## config.mk

```make
export PLATFORM = sky130hd
export DESIGN_NAME = path_gen_flat
export DESIGN_NICKNAME = d
export VERILOG_FILES = /design/src/rtl/path_gen_if.sv /design/src/rtl/path_gen.sv /design/src/flat_wrapper.sv
export SDC_FILE = /design/constraint.sdc
export NUM_CORES = 1
export LEC_CHECK = 0
export ABC_AREA = 1
export BUFFER_PORTS_ARGS = -buffer_cell sky130_fd_sc_hd__buf_2
export CAP_MARGIN = 20
export CORE_UTILIZATION = 60
export DETAILED_ROUTE_END_ITERATION = 12
export PLACE_DENSITY = 0.75
export RECOVER_POWER = 50
export SLEW_MARGIN = 40
export SYNTH_ARGS = -nofsm -noshare
export SYNTH_HDL_FRONTEND = slang
export SYNTH_SLANG_ARGS = --single-unit
```

## constraint.sdc

```tcl
create_clock -name clk -period 6.7 [get_ports clk]
set_input_delay 0.335 -clock clk [delete_from_list [all_inputs] [get_ports clk]]
set_output_delay 0.335 -clock clk [all_outputs]
set_load 0.01 [all_outputs]
```

## src/rtl/path_gen_if.sv

```systemverilog
// path_gen_if: parameter/sample/result bundle for the Monte-Carlo path generator.
//
// Signals:
//   start    1  single-cycle pulse that begins a path
//   w       12  drift per step, signed Q0.11
//   q       12  volatility*sqrt(dt), unsigned Q0.12
//   S0      12  initial price, unsigned integer
//   epsilon 13  standard-normal sample, signed Q3.9
//   valid    1  path carries a path sample
//   path    12  current path price, unsigned integer
//
// master drives parameters/samples and observes results; slave is path_gen.
interface path_gen_if;
    logic        start;
    logic [11:0] w;
    logic [11:0] q;
    logic [11:0] S0;
    logic [12:0] epsilon;
    logic        valid;
    logic [11:0] path;

    modport master (
        output start, w, q, S0, epsilon,
        input  valid, path
    );

    modport slave (
        input  start, w, q, S0, epsilon,
        output valid, path
    );
endinterface

```

## src/rtl/path_gen.sv

```systemverilog
// path_gen: Monte-Carlo asset-path generator (8-step Euler GBM).
//
// On start the block captures w, q and S0 on the following (LOAD) edge and
// accepts one epsilon per cycle for 8 cycles. Each sample runs through a
// 3-stage pipeline:
//   P1  prod = q*eps (Q3.21), kept as prod >>> 10 (Q3.11)
//   P2  F = 2048 + w + prod>>>10, forced to 0 when negative
//   P3  S_next = (S*F) >> 11, S = S0 for the first sample of a path
// and path/valid present S(k+1) three edges after eps(k) is accepted.
//
// Ports:
//   clk    rising-edge clock
//   rst_n  synchronous reset, ACTIVE-HIGH (legacy name kept)
//   bus    path_gen_if.slave: start, w, q, S0, epsilon in; valid, path out
//
// Build option:
//   PATH_SAT_EN  defined   -> S_next above 4095 clamps to 4095
//                undefined -> S_next keeps its low 12 bits (wraps mod 4096)
module path_gen (
    input  logic      clk,
    input  logic      rst_n,
    path_gen_if.slave bus
);

    typedef enum logic [1:0] {
        IDLE,
        LOAD,
        RUN
    } state_t;

    // ------------------------------------------------------------------
    // Control / parameter registers
    // ------------------------------------------------------------------
    state_t      state;
    logic [2:0]  step;      // index of the sample accepted on the next RUN edge
    logic [11:0] w_reg;
    logic [11:0] q_reg;
    logic [11:0] s0_reg;

    // ------------------------------------------------------------------
    // Pipeline registers
    // ------------------------------------------------------------------
    logic               p1_valid;
    logic               p1_first;
    logic signed [15:0] p1_prod;   // q*eps >>> 10, Q3.11
    logic [11:0]        p1_w;      // drift travels with its sample

    logic               p2_valid;
    logic               p2_first;
    logic [14:0]        p2_f;      // growth factor, Q3.11, never negative

    logic               valid_q;
    logic [11:0]        path_q;

    // ------------------------------------------------------------------
    // Datapath
    // ------------------------------------------------------------------
    logic               accept;
    logic [11:0]        q_sel;
    logic [11:0]        w_sel;
    logic signed [25:0] prod_full;
    logic signed [17:0] f_sum;
    logic [14:0]        f_clamp;
    logic [11:0]        s_sel;
    logic [26:0]        s_prod;
    logic [15:0]        s_scaled;
    logic [11:0]        s_next;

    always_comb begin
        accept = (state == LOAD) || (state == RUN);

        // eps(0) arrives on the same edge the parameters are captured, so the
        // LOAD sample multiplies by the live inputs rather than the registers.
        q_sel = (state == LOAD) ? bus.q : q_reg;
        w_sel = (state == LOAD) ? bus.w : w_reg;

        prod_full = $signed({14'd0, q_sel}) *
                    $signed({{13{bus.epsilon[12]}}, bus.epsilon});

        f_sum = 18'sd2048
              + $signed({{6{p1_w[11]}}, p1_w})
              + $signed({{2{p1_prod[15]}}, p1_prod});
        f_clamp = (f_sum < 0) ? '0 : 15'(f_sum);

        // The first sample of a path starts from its own latched S0; every
        // later sample chains from the previous result held in path_q.
        s_sel    = p2_first ? s0_reg : path_q;
        s_prod   = {15'd0, s_sel} * {12'd0, p2_f};
        s_scaled = 16'(s_prod >> 11);

`ifdef PATH_SAT_EN
        s_next = (s_scaled > 16'd4095) ? 12'hFFF : 12'(s_scaled);
`else
        s_next = 12'(s_scaled);
`endif
    end

    // ------------------------------------------------------------------
    // Sequencer: IDLE -> LOAD -> RUN (7 samples) -> IDLE
    // ------------------------------------------------------------------
    always_ff @(posedge clk) begin
        if (rst_n) begin
            state  <= IDLE;
            step   <= '0;
            w_reg  <= '0;
            q_reg  <= '0;
            s0_reg <= '0;
        end else begin
            case (state)
                IDLE: begin
                    if (bus.start) begin
                        state <= LOAD;
                    end
                end
                LOAD: begin
                    w_reg  <= bus.w;
                    q_reg  <= bus.q;
                    s0_reg <= bus.S0;
                    step   <= 3'd1;
                    state  <= RUN;
                end
                RUN: begin
                    if (step == 3'd7) begin
                        state <= IDLE;
                    end else begin
                        step <= step + 3'd1;
                    end
                end
                default: begin
                    state <= IDLE;
                end
            endcase
        end
    end

    // ------------------------------------------------------------------
    // Sample pipeline
    // ------------------------------------------------------------------
    always_ff @(posedge clk) begin
        if (rst_n) begin
            p1_valid <= 1'b0;
            p1_first <= 1'b0;
            p1_prod  <= '0;
            p1_w     <= '0;
            p2_valid <= 1'b0;
            p2_first <= 1'b0;
            p2_f     <= '0;
            valid_q  <= 1'b0;
            path_q   <= '0;
        end else begin
            p1_valid <= accept;
            p1_first <= (state == LOAD);
            if (accept) begin
                p1_prod <= 16'(prod_full >>> 10);
                p1_w    <= w_sel;
            end

            p2_valid <= p1_valid;
            p2_first <= p1_first;
            if (p1_valid) begin
                p2_f <= f_clamp;
            end

            valid_q <= p2_valid;
            if (p2_valid) begin
                path_q <= s_next;
            end
        end
    end

    assign bus.valid = valid_q;
    assign bus.path  = path_q;

endmodule

```

## src/flat_wrapper.sv

```systemverilog
// flat-port wrapper written by rule: the top's interface ports become plain ports
module path_gen_flat 
  (clk, rst_n, bus_start, bus_w, bus_q, bus_S0, bus_epsilon, bus_valid, bus_path);
  path_gen_if bus_i ();
  input  logic clk;
  input  logic rst_n;
  input wire logic [$bits(bus_i.start)-1:0] bus_start;
  input wire logic [$bits(bus_i.w)-1:0] bus_w;
  input wire logic [$bits(bus_i.q)-1:0] bus_q;
  input wire logic [$bits(bus_i.S0)-1:0] bus_S0;
  input wire logic [$bits(bus_i.epsilon)-1:0] bus_epsilon;
  output wire logic [$bits(bus_i.valid)-1:0] bus_valid;
  output wire logic [$bits(bus_i.path)-1:0] bus_path;
  assign bus_i.start = bus_start;
  assign bus_i.w = bus_w;
  assign bus_i.q = bus_q;
  assign bus_i.S0 = bus_S0;
  assign bus_i.epsilon = bus_epsilon;
  assign bus_valid = bus_i.valid;
  assign bus_path = bus_i.path;
  path_gen u_core (.clk(clk), .rst_n(rst_n), .bus(bus_i));
endmodule
```

==> metrics.cfg <==
[routing]
first_pass_iters=6
routed_via_density=5.46
drt_iter0_drc=845
post_drt_wl_per_cell_um=17.0
drc=0
vias=13000
antenna_left=0
drt-total-wl_mm=40.3

[yosys]
synth_seq_cells=101
yosysSeqAreaShare_pct=13.2
synth_edf_count=0
synth_flop_cell=dfxtp_1
synth.avg_cell_area_sq_um=7.65
synth_cells=2006
synth_area_sq_mm=0.0153
synth_fp_nets=2462
async_reset_ff_share_pct=0
ys_types=43
synth_warnings=0

[cells_and_area]
largest_reg_flops=16
area_growth_syn_to_layout_pct=5.87
layout.nets=2497
layout-drive-gt1-share_pct=5.87
final_util_pct=64.7
final_cell_area_sq_mm=0.0162
diodes=0
largestRegisters=u_core.p1_prod x16, u_core.p2_f x15
largest-register=u_core.p1_prod

[worst_setup_path]
worstSetupStartpointType=register
crit_top_cell=fa_1
path_delay_family=adder cells
crit_start=u_core.state[1]$_SDFFE_PP0P_
rrSetupSlack_ps=520
path_cells=inv_1, ha_2, buf_12, o21ai_1, inv_2, nor2_1, fa_1, inv_1, fa_1, inv_1, fa_1, fa_1, fa_1, fa_1, ha_1, nand2_1, nor4_1, nand2_1, nand2_1, nand2_1, nand3_1, nand2_1, nor2_1, nor2_1
critPathMaxStageDelay_ps=550
cp_slowest_cell=fa_1
worst-path-buf-inv=5
cp.arrival_ps=6430
crit_required_ps=6960
setup.worst_path.class=reg2reg
rr_startpoint=u_core.state[1]$_SDFFE_PP0P_
cp-end-kind=register
worstPathMaxFanout=41

[timing]
rsz0062_at_grt=no
fin_skew_ps=16.3
holdWs_ps=201
finalSetupViolations=0
final-hold-violation-count=0
fin_crit_sh_pct=92.2
slew_headroom_pct=-107
setup_tns_ps=0
tightestPinTransition_ps=3100
fmax_ghz=0.162
drv_slew=102
min_period_ps=6180

[floorplanning]
dieWidth_um=162
die_area_sq_mm=0.0262
initial_utilization_pct=61.1
die_h_um=162
core_sq_mm=0.0251
rows=58
num_io_pins=65

[placement]
placed_cell_area_sq_mm=0.0160
io_buffers=64
gp_congestion=0.987
dp_hpwl_mm=33.1

[clock_tree]
numCtsBuffers=9
root_buffer=clkbuf_16
clk_pin_slew_ps=90
cts_sinks=101
clock_latency_ps=360
cts_tree=built
htree_levels=3
cts_buffer_depth=2

[global_routing]
grt_pass1_wl_mm=66.5
grt_usage_pct=32.6
antenna_found_initial=0
grt-ovfl-total=0
grt_max_degree=58
grt_pass1_vias=13400

[run_status]
violations=max-capacitance violations, max-slew violations
outcome=complete, but fails checks

[min_path]
min-delay-start=bus_S0[7]
min_path_type=in2reg

[flow_run]
maxCapViolCount=2

placed cells by master, fill, tap and decap left out, types with 10 or more instances in the layout:
cell type,n
a21o_1,10
a21oi_1,92
buf_2,51
buf_4,12
clkbuf_1,16
dfxtp_1,101
fa_1,234
ha_1,169
inv_1,406
mux2i_1,12
nand2_1,400
nand3_1,55
nor2_1,268
nor3_1,11
o211ai_1,13
o21ai_0,62
o21ai_1,12
xnor2_1,11
xor2_1,15
Yosys cell counts (all sizes together) (13+ instances only):
library cell    n  area share, %
a21oi          93            3.1
o211ai         13           0.64
nand2         408             10
fa            234             31
inv           412             10
clkbuf         47            1.2
ha            170             14
nor2          272            6.8
o21ai          82            2.9
xor2           18            1.2
dfxtp         101             13
nand3          55            1.8
worst reg2reg max path, stage by stage (launching register included):
cell     delay [ps]
dfxtp_1         330
inv_1           100
ha_2            240
buf_12          270
o21ai_1         280
inv_2           230
nor2_1           90
fa_1            550
inv_1            60
fa_1            540
inv_1            50
fa_1            510
fa_1            430
fa_1            510
fa_1            420
ha_1            360
nand2_1         140
nor4_1          420
nand2_1         100
nand2_1         110
nand2_1          70
nand3_1          70
nand2_1          50
nor2_1          110
nor2_1           40
repair_timing:
item	in CTS	in global routing
endpoints found under the setup margin	0	9
buffers inserted	0	0
gates resized for setup	0	5
hold buffers	0	0
through the flow:
step / cells / setup WS (ps)
3_3_place_gp: 2360 / 436
3_5_place_dp: 2360 / 331
6_report: 2376 / 524
5_1_grt: 2376 / 36.5
4_1_cts: 2376 / 330
2_1_floorplan: 2006 / 946
final cells by class:
| cell class | instances | area, sq um |
|---|---|---|
| clock buffers | 10 | 229 |
| clock inverters | 6 | 52.6 |
| fillers | 2281 | 8860 |
| inverters | 419 | 1580 |
| multi-input cells | 1431 | 11500 |
| flip-flops and latches | 101 | 2020 |
| well taps | 330 | 413 |
| repair buffers | 79 | 422 |
kinds of logic (layout without fill, tap and decap cells):
logic type,count (synthesis),in the layout,synth area share [%]
AO/OA/AOI/OAI,215,215,7.84
XOR/XNOR,29,29,1.80
adder cells (fa/ha/maj),404,404,44.4
buffers and inverters,474,514,11.8
flip-flops,101,101,13.2
multiplexers,12,12,0.783
AND/OR/NAND/NOR,771,771,20.2
path summary, 6_finish.rpt:
| check | endpoint | cells after the start |
|---|---|---|
| setup / recovery | u_core.p1_prod[10]$_SDFFE_PP0P_ | 24 |
| hold / removal | u_core.s0_reg[7]$_SDFFE_PP0P_ | 3 |
| setup reg to reg | u_core.p1_prod[10]$_SDFFE_PP0P_ | 24 |
| hold reg to reg | u_core.p2_first$_SDFF_PP0_ | 2 |
routing by layer:
metal,GRT usage (%),vias to the layer above,wire (um)
met5,0,-,0
met4,14.5,0,1890
met3,3.01,119,2060
met2,56.4,448,19400
met1,41.4,6235,17000
li1,-,6165,-
Power is not shown: default switching activity piles up to over one toggle a cycle in this logic, so the estimate is an artifact.
